**src/rtl/i2s_sample_rx_pkg.sv**
```systemverilog
// Shared audio definitions for the I2S receive path: framer states and
// the standard slot length of the 32 x fs board link.
package i2s_sample_rx_pkg;

    typedef enum logic [1:0] {
        SYNC     = 2'd0,
        RX_LEFT  = 2'd1,
        RX_RIGHT = 2'd2
    } i2s_state_t;

    localparam int I2S_SLOT_BITS_32FS = 16;

    // Bit counter width; the counter saturates at its all-ones value.
    localparam int         CNT_W   = 6;
    localparam logic [5:0] CNT_MAX = 6'd63;

endpackage

```
**src/rtl/i2s_sync_edge.sv**
```systemverilog
// Brings the three asynchronous I2S lines into the CLK domain and flags
// each BCLK rising edge, with LRCLK/DIN aligned to that rise.
module i2s_sync_edge (
    input  logic CLK,
    input  logic RESET_n,
    input  logic BCLK,
    input  logic LRCLK,
    input  logic DIN,
    output logic RISE,
    output logic LR,
    output logic DIN_S
);

    logic [2:0] bclk_q;
    logic [1:0] lr_q;
    logic [1:0] din_q;

    always_ff @(posedge CLK) begin
        if (!RESET_n) begin
            bclk_q <= '0;
            lr_q   <= '0;
            din_q  <= '0;
        end else begin
            bclk_q <= {bclk_q[1:0], BCLK};
            lr_q   <= {lr_q[0], LRCLK};
            din_q  <= {din_q[0], DIN};
        end
    end

    // All three lines see the same two-stage delay, so LR/DIN_S hold the
    // values present at the pins when BCLK rose.
    assign RISE  = bclk_q[1] & ~bclk_q[2];
    assign LR    = lr_q[1];
    assign DIN_S = din_q[1];

endmodule

```
**src/rtl/i2s_sample_rx.sv**
```systemverilog
// Philips I2S receiver: oversamples BCLK/LRCLK/DIN in the CLK domain,
// rebuilds stereo frames and holds each one on a VALID/READY port.
module i2s_sample_rx
    import i2s_sample_rx_pkg::*;
#(
    parameter int DATA_WIDTH = 16,
    parameter int SLOT_BITS  = I2S_SLOT_BITS_32FS,
    parameter int TIMEOUT    = 1023
) (
    input  logic                  CLK,
    input  logic                  RESET_n,
    input  logic                  I2S_BCLK,
    input  logic                  I2S_LRCLK,
    input  logic                  I2S_DIN,
    output logic [DATA_WIDTH-1:0] LEFT,
    output logic [DATA_WIDTH-1:0] RIGHT,
    output logic                  VALID,
    input  logic                  READY,
    output logic                  OVERRUN,
    output logic                  FRAME_ERR,
    output logic                  LOCKED,
    input  logic                  CLEAR,
    output i2s_state_t            STATE
);

    localparam int             TO_W   = $clog2(TIMEOUT + 1);
    localparam logic [TO_W-1:0] TO_MAX = TO_W'(TIMEOUT);
    localparam logic [6:0]     SLOT7  = 7'(SLOT_BITS);
    localparam logic [6:0]     DW7    = 7'(DATA_WIDTH);

    logic                  rise;
    logic                  lr;
    logic                  din;
    logic                  lr_prev;
    i2s_state_t            state;
    logic [CNT_W-1:0]      cnt;
    logic [CNT_W-1:0]      cnt_sat;
    logic [6:0]            cnt_inc;
    logic [DATA_WIDTH-1:0] sh;
    logic [DATA_WIDTH-1:0] sh_next;
    logic [DATA_WIDTH-1:0] pend_left;
    logic [DATA_WIDTH-1:0] done_left;
    logic [DATA_WIDTH-1:0] done_right;
    logic                  done;
    logic                  slot_end;
    logic [TO_W-1:0]       tcnt;

    i2s_sync_edge u_sync (
        .CLK     (CLK),
        .RESET_n (RESET_n),
        .BCLK    (I2S_BCLK),
        .LRCLK   (I2S_LRCLK),
        .DIN     (I2S_DIN),
        .RISE    (rise),
        .LR      (lr),
        .DIN_S   (din)
    );

    always_comb begin
        cnt_inc  = {1'b0, cnt} + 7'd1;
        cnt_sat  = (cnt == CNT_MAX) ? cnt : cnt + 6'd1;
        slot_end = (state == RX_LEFT) ? lr : ~lr;
        sh_next  = sh;
        if ({1'b0, cnt} < DW7) begin
            sh_next = {sh[DATA_WIDTH-2:0], din};
        end
    end

    // Framer. In Philips framing the rise that shows the new LRCLK level
    // still carries the last bit of the slot being closed.
    always_ff @(posedge CLK) begin
        if (!RESET_n) begin
            state      <= SYNC;
            lr_prev    <= 1'b0;
            cnt        <= '0;
            sh         <= '0;
            pend_left  <= '0;
            done_left  <= '0;
            done_right <= '0;
            done       <= 1'b0;
            FRAME_ERR  <= 1'b0;
            tcnt       <= '0;
        end else begin
            done      <= 1'b0;
            FRAME_ERR <= 1'b0;
            if (rise) begin
                tcnt    <= '0;
                lr_prev <= lr;
                case (state)
                    SYNC: begin
                        if (lr_prev && !lr) begin
                            sh    <= '0;
                            cnt   <= '0;
                            state <= RX_LEFT;
                        end
                    end
                    RX_LEFT, RX_RIGHT: begin
                        sh  <= sh_next;
                        cnt <= cnt_sat;
                        if (slot_end) begin
                            if (cnt_inc == SLOT7) begin
                                cnt <= '0;
                                sh  <= '0;
                                if (state == RX_LEFT) begin
                                    pend_left <= sh_next;
                                    state     <= RX_RIGHT;
                                end else begin
                                    done_left  <= pend_left;
                                    done_right <= sh_next;
                                    done       <= 1'b1;
                                    state      <= RX_LEFT;
                                end
                            end else begin
                                FRAME_ERR <= 1'b1;
                                state     <= SYNC;
                            end
                        end else if (cnt_inc > SLOT7) begin
                            FRAME_ERR <= 1'b1;
                            state     <= SYNC;
                        end
                    end
                    default: state <= SYNC;
                endcase
            end else if (tcnt != TO_MAX) begin
                tcnt <= tcnt + TO_W'(1);
            end else begin
                // Link lost: drop any partial frame silently.
                state <= SYNC;
                cnt   <= '0;
            end
        end
    end

    // Output holding register and handshake.
    always_ff @(posedge CLK) begin
        if (!RESET_n) begin
            LEFT    <= '0;
            RIGHT   <= '0;
            VALID   <= 1'b0;
            OVERRUN <= 1'b0;
        end else begin
            if (done) begin
                LEFT  <= done_left;
                RIGHT <= done_right;
                VALID <= 1'b1;
            end else if (VALID && READY) begin
                VALID <= 1'b0;
            end
            if (done && VALID && !READY) begin
                OVERRUN <= 1'b1;
            end else if (CLEAR) begin
                OVERRUN <= 1'b0;
            end
        end
    end

    assign LOCKED = (state == RX_LEFT) || (state == RX_RIGHT);
    assign STATE  = state;

endmodule

```
**config.mk**
```make
export PLATFORM = sky130hd
export DESIGN_NAME = i2s_sample_rx
export DESIGN_NICKNAME = d
export VERILOG_FILES = /design/src/rtl/i2s_sample_rx_pkg.sv /design/src/rtl/i2s_sync_edge.sv /design/src/rtl/i2s_sample_rx.sv
export SDC_FILE = /design/constraint.sdc
export NUM_CORES = 1
export LEC_CHECK = 0
export CORE_MARGIN = 3
export CORE_UTILIZATION = 57
export DETAILED_ROUTE_END_ITERATION = 7
export GPL_TIMING_DRIVEN = 0
export PLACE_DENSITY = 0.78
export SYNTH_ARGS = -nofsm -noshare
export SYNTH_HDL_FRONTEND = slang
export SYNTH_SLANG_ARGS = --single-unit
```
**constraint.sdc**
```tcl
create_clock -name CLK -period 3.3 [get_ports CLK]
set_input_delay 0.825 -clock CLK [delete_from_list [all_inputs] [get_ports CLK]]
set_output_delay 0.825 -clock CLK [all_outputs]
set_load 0.01 [all_outputs]
```
==> run summary <==
Cts hold-fix bufs - 0
Total chip power - 3312 uW
Max-slew violation count - 0
Clock-pin slew on the worst setup and hold paths - 60 ps
Post-route clock period utilization - 83.62%
Number of setup buffers added after CTS - 0
Register area - 2522 um2
Worst setup startpoint - STATE[0]
Io pins - 45
P_leak - 0.002167 uW
Crit-path max cell delay - 570 ps
Prevailing post-synth register cell - dfxtp_1
Clk Latency, worst-skew pair - 500 ps
Final hold vios - 0
Sequential share of the synthesized area - 48.07%
Peak Freq - 0.3624 GHz
Initial Utilization - 59.30%
Crit Path Category - flip-flop to primary output
Num rows - 34
Post-Syn Area - 5248 um2
Htree depth - 4
WL final - 10.64 mm
Largest family of logic cells by synthesized area - simple AND/OR/NAND/NOR gates
VDD IR max - 0.0003081 V
WL per Instance - 15.37 um
Root buffer cell - clkbuf_8
Clock sink total - 126
Synthesized instance count - 508
Final GP Congestion - 0.8641
Most frequent cells in the layout - 126 x dfxtp_1, 72 x nor2b_1, 68 x mux2i_1, 44 x clkdlybuf4s50_1, 28 x nand3_1
Via count - 3776
Max-slew headroom - 52.43%
Crit path required time - 2470 ps
Net Count, Synth - 521
Count of non-filler cells in the finished layout - 692
Post-synth EDFFs - 0
R2R Setup Slk - 590 ps
Largest net degree at the start of global routing - 17
DR pass1 iterations - 5
Die width - 102.0 um
Crit path to - LOCKED
TritonCTS buffer count - 17
R2R Path End - done_left[1]
Yosys cell types - 48
Final nets - 584
Crit. End Element - primary output
Crit start category - flip-flop
Die area - 10390 um2
Reg2Reg Depth - 9
Die Span Y - 102.0 um
Core area - 8848 um2
GRT Residual Overflow - 0
First-pass GRT wire length - 18.02 mm
Arrival time worst endpoint - 1930 ps
Final TNS setup - 0 ps
Worst R2R Start - STATE[1]
Simple-gate area share of the yosys netlist - 19.07%
CTS tree - done
Vias in the first global route - 3632
P&R area growth vs syn - 21.58%
Pre-CTS setup slack - 605.9 ps
Min cycle time layout - 2760 ps
Most common cell after layout, fill and taps aside - dfxtp_1
Max-cap violations - 0
Status - finished clean
Slowest cell on crit path - clkdlybuf4s50_1
Share of layout cells above drive strength 1 - 11.47%
Fin worst setup slack - 540.5 ps
Compound-Gate Fraction of Synth Area - 11.11%
Adder-Cell Fraction of Synth Area - 1.431%
Max Root-Sink Buffers - 2
ANT nets after route - 0
Antenna violations before repair - 0
YS warnings - 0
IO buf count - 44
RSZ-0062 raised after global routing - false
Synthesis-stage register bit count - 126
DRT iter0 DRCs - 167
Hold Crit Class - flip-flop to flip-flop
Multi-input logic area - 2564 um2
Avg Cell Area, Syn - 10.33 um2
Final setup fails - 0
Post-CTS sizing - 0
DP Cell Count - 660
Worst Tran Pin Value - 708.1 ps
# fillers - 673
Post-synthesis xor/xnor area fraction - 0.8345%
DP HPWL - 7.573 mm
Via density - 5.457
Worst Skew - 7.989 ps
Ys async rst share - 0%
Antenna diodes - 0
GRT Resource Usage Total - 21.76%
Crit-path cells - inv_1 > ha_1 > clkdlybuf4s50_1
Pwr Density - 519.1 nW/um2
Mux contribution to synthesized area - 16.40%
Max FO, Critical Path - 6
Number of remaining DRC errors - 0
==> cells in the mapped netlist, types with 5 or more instances <==
| cell | count | share of area [%] |
|---|---|---|
| nand3_1 | 28 | 2.7 |
| mux2_2 | 16 | 3.4 |
| and3_1 | 6 | 0.72 |
| nor3_1 | 5 | 0.48 |
| clkbuf_1 | 19 | 1.4 |
| nor2_1 | 8 | 0.57 |
| a21boi_0 | 13 | 1.9 |
| and2_1 | 11 | 1.3 |
| a22o_1 | 16 | 2.7 |
| o21ai_0 | 22 | 2.1 |
| nand2_1 | 21 | 1.5 |
| dfxtp_1 | 126 | 48 |
| a21oi_1 | 9 | 0.86 |
| ha_1 | 6 | 1.4 |
| or3_1 | 5 | 0.60 |
| buf_2 | 6 | 0.57 |
| nor2b_1 | 72 | 8.6 |
| mux2i_1 | 68 | 13 |
==> sequential cells by signal, summed over array words and instances, names as in the netlist, 3 cells and up <==
| signal | count |
|---|---|
| tcnt | 10 |
| pend_left | 16 |
| done_right | 16 |
| done_left | 16 |
| u_sync.bclk_q | 3 |
| sh | 16 |
| cnt | 6 |
| LEFT | 16 |
| RIGHT | 16 |
==> through the flow <==
step | hold slack (ps) | instance area [um2] | util, %
2_1_floorplan | 411.9 | 5248 | -
3_3_place_gp | 418.1 | 5823 | 65.81
3_5_place_dp | 423.4 | 5823 | 65.81
4_1_cts | 436.8 | 6380 | 72.10
5_1_grt | 446.8 | 6380 | 72.10
6_report | 433.6 | 6380 | 72.10
==> power by group <==
group / internal (uW) / leakage [uW] / switching [uW]
sequential: 1530 / 0.00102 / 4.69
combinational: 31.1 / 0.000883 / 34.4
clock: 1040 / 0.000268 / 672
total: 2600 / 0.00217 / 711
==> worst min-delay path by stage <==
| stage | depth (start not counted) | endpoint | start | slack (ps) |
|---|---|---|---|---|
| after floorplan | 1 | u_sync.bclk_q[1] | u_sync.bclk_q[0] | 410 |
| after global placement | 1 | u_sync.bclk_q[1] | u_sync.bclk_q[0] | 420 |
| after detailed placement | 1 | u_sync.din_q[1] | u_sync.din_q[0] | 420 |
| after CTS | 1 | u_sync.din_q[1] | u_sync.din_q[0] | 440 |
| after global routing | 1 | u_sync.lr_q[1] | u_sync.lr_q[0] | 450 |
| final | 1 | u_sync.din_q[1] | u_sync.din_q[0] | 430 |
==> logic make-up after synthesis <==
group / after synthesis
multiplexers: 84
AO/OA/AOI/OAI: 81
adder cells (fa/ha/maj): 6
XOR/XNOR: 5
flip-flops: 126
buffers and inverters: 33
AND/OR/NAND/NOR: 173
==> worst max-delay path, delay by kind of cell (launching register included) <==
family,cells,cell delay [ps]
adder cells (fa/ha/maj),1,380
buffers and inverters,2,640
flip-flops,1,410
==> final cells by class <==
type	instances	share of cell area [%]
tap	108	2.118
multi-input combinational	349	40.18
buffer	29	2.295
clock inverter	12	1.745
timing repair buffer	44	6.903
sequential	126	39.54
inverter	4	0.2353
clock buffer	20	6.982
==> metal layers <==
metal,vias to the layer above,part of all wire (%),track usage (%)
met2,75,46,35.06
li1,1915,-,-
met1,1775,49,29.49
met3,11,3.5,5.324
met5,-,0,0
met4,0,1.1,5.853
No activity file was read; power rests on OpenSTA's default activity.
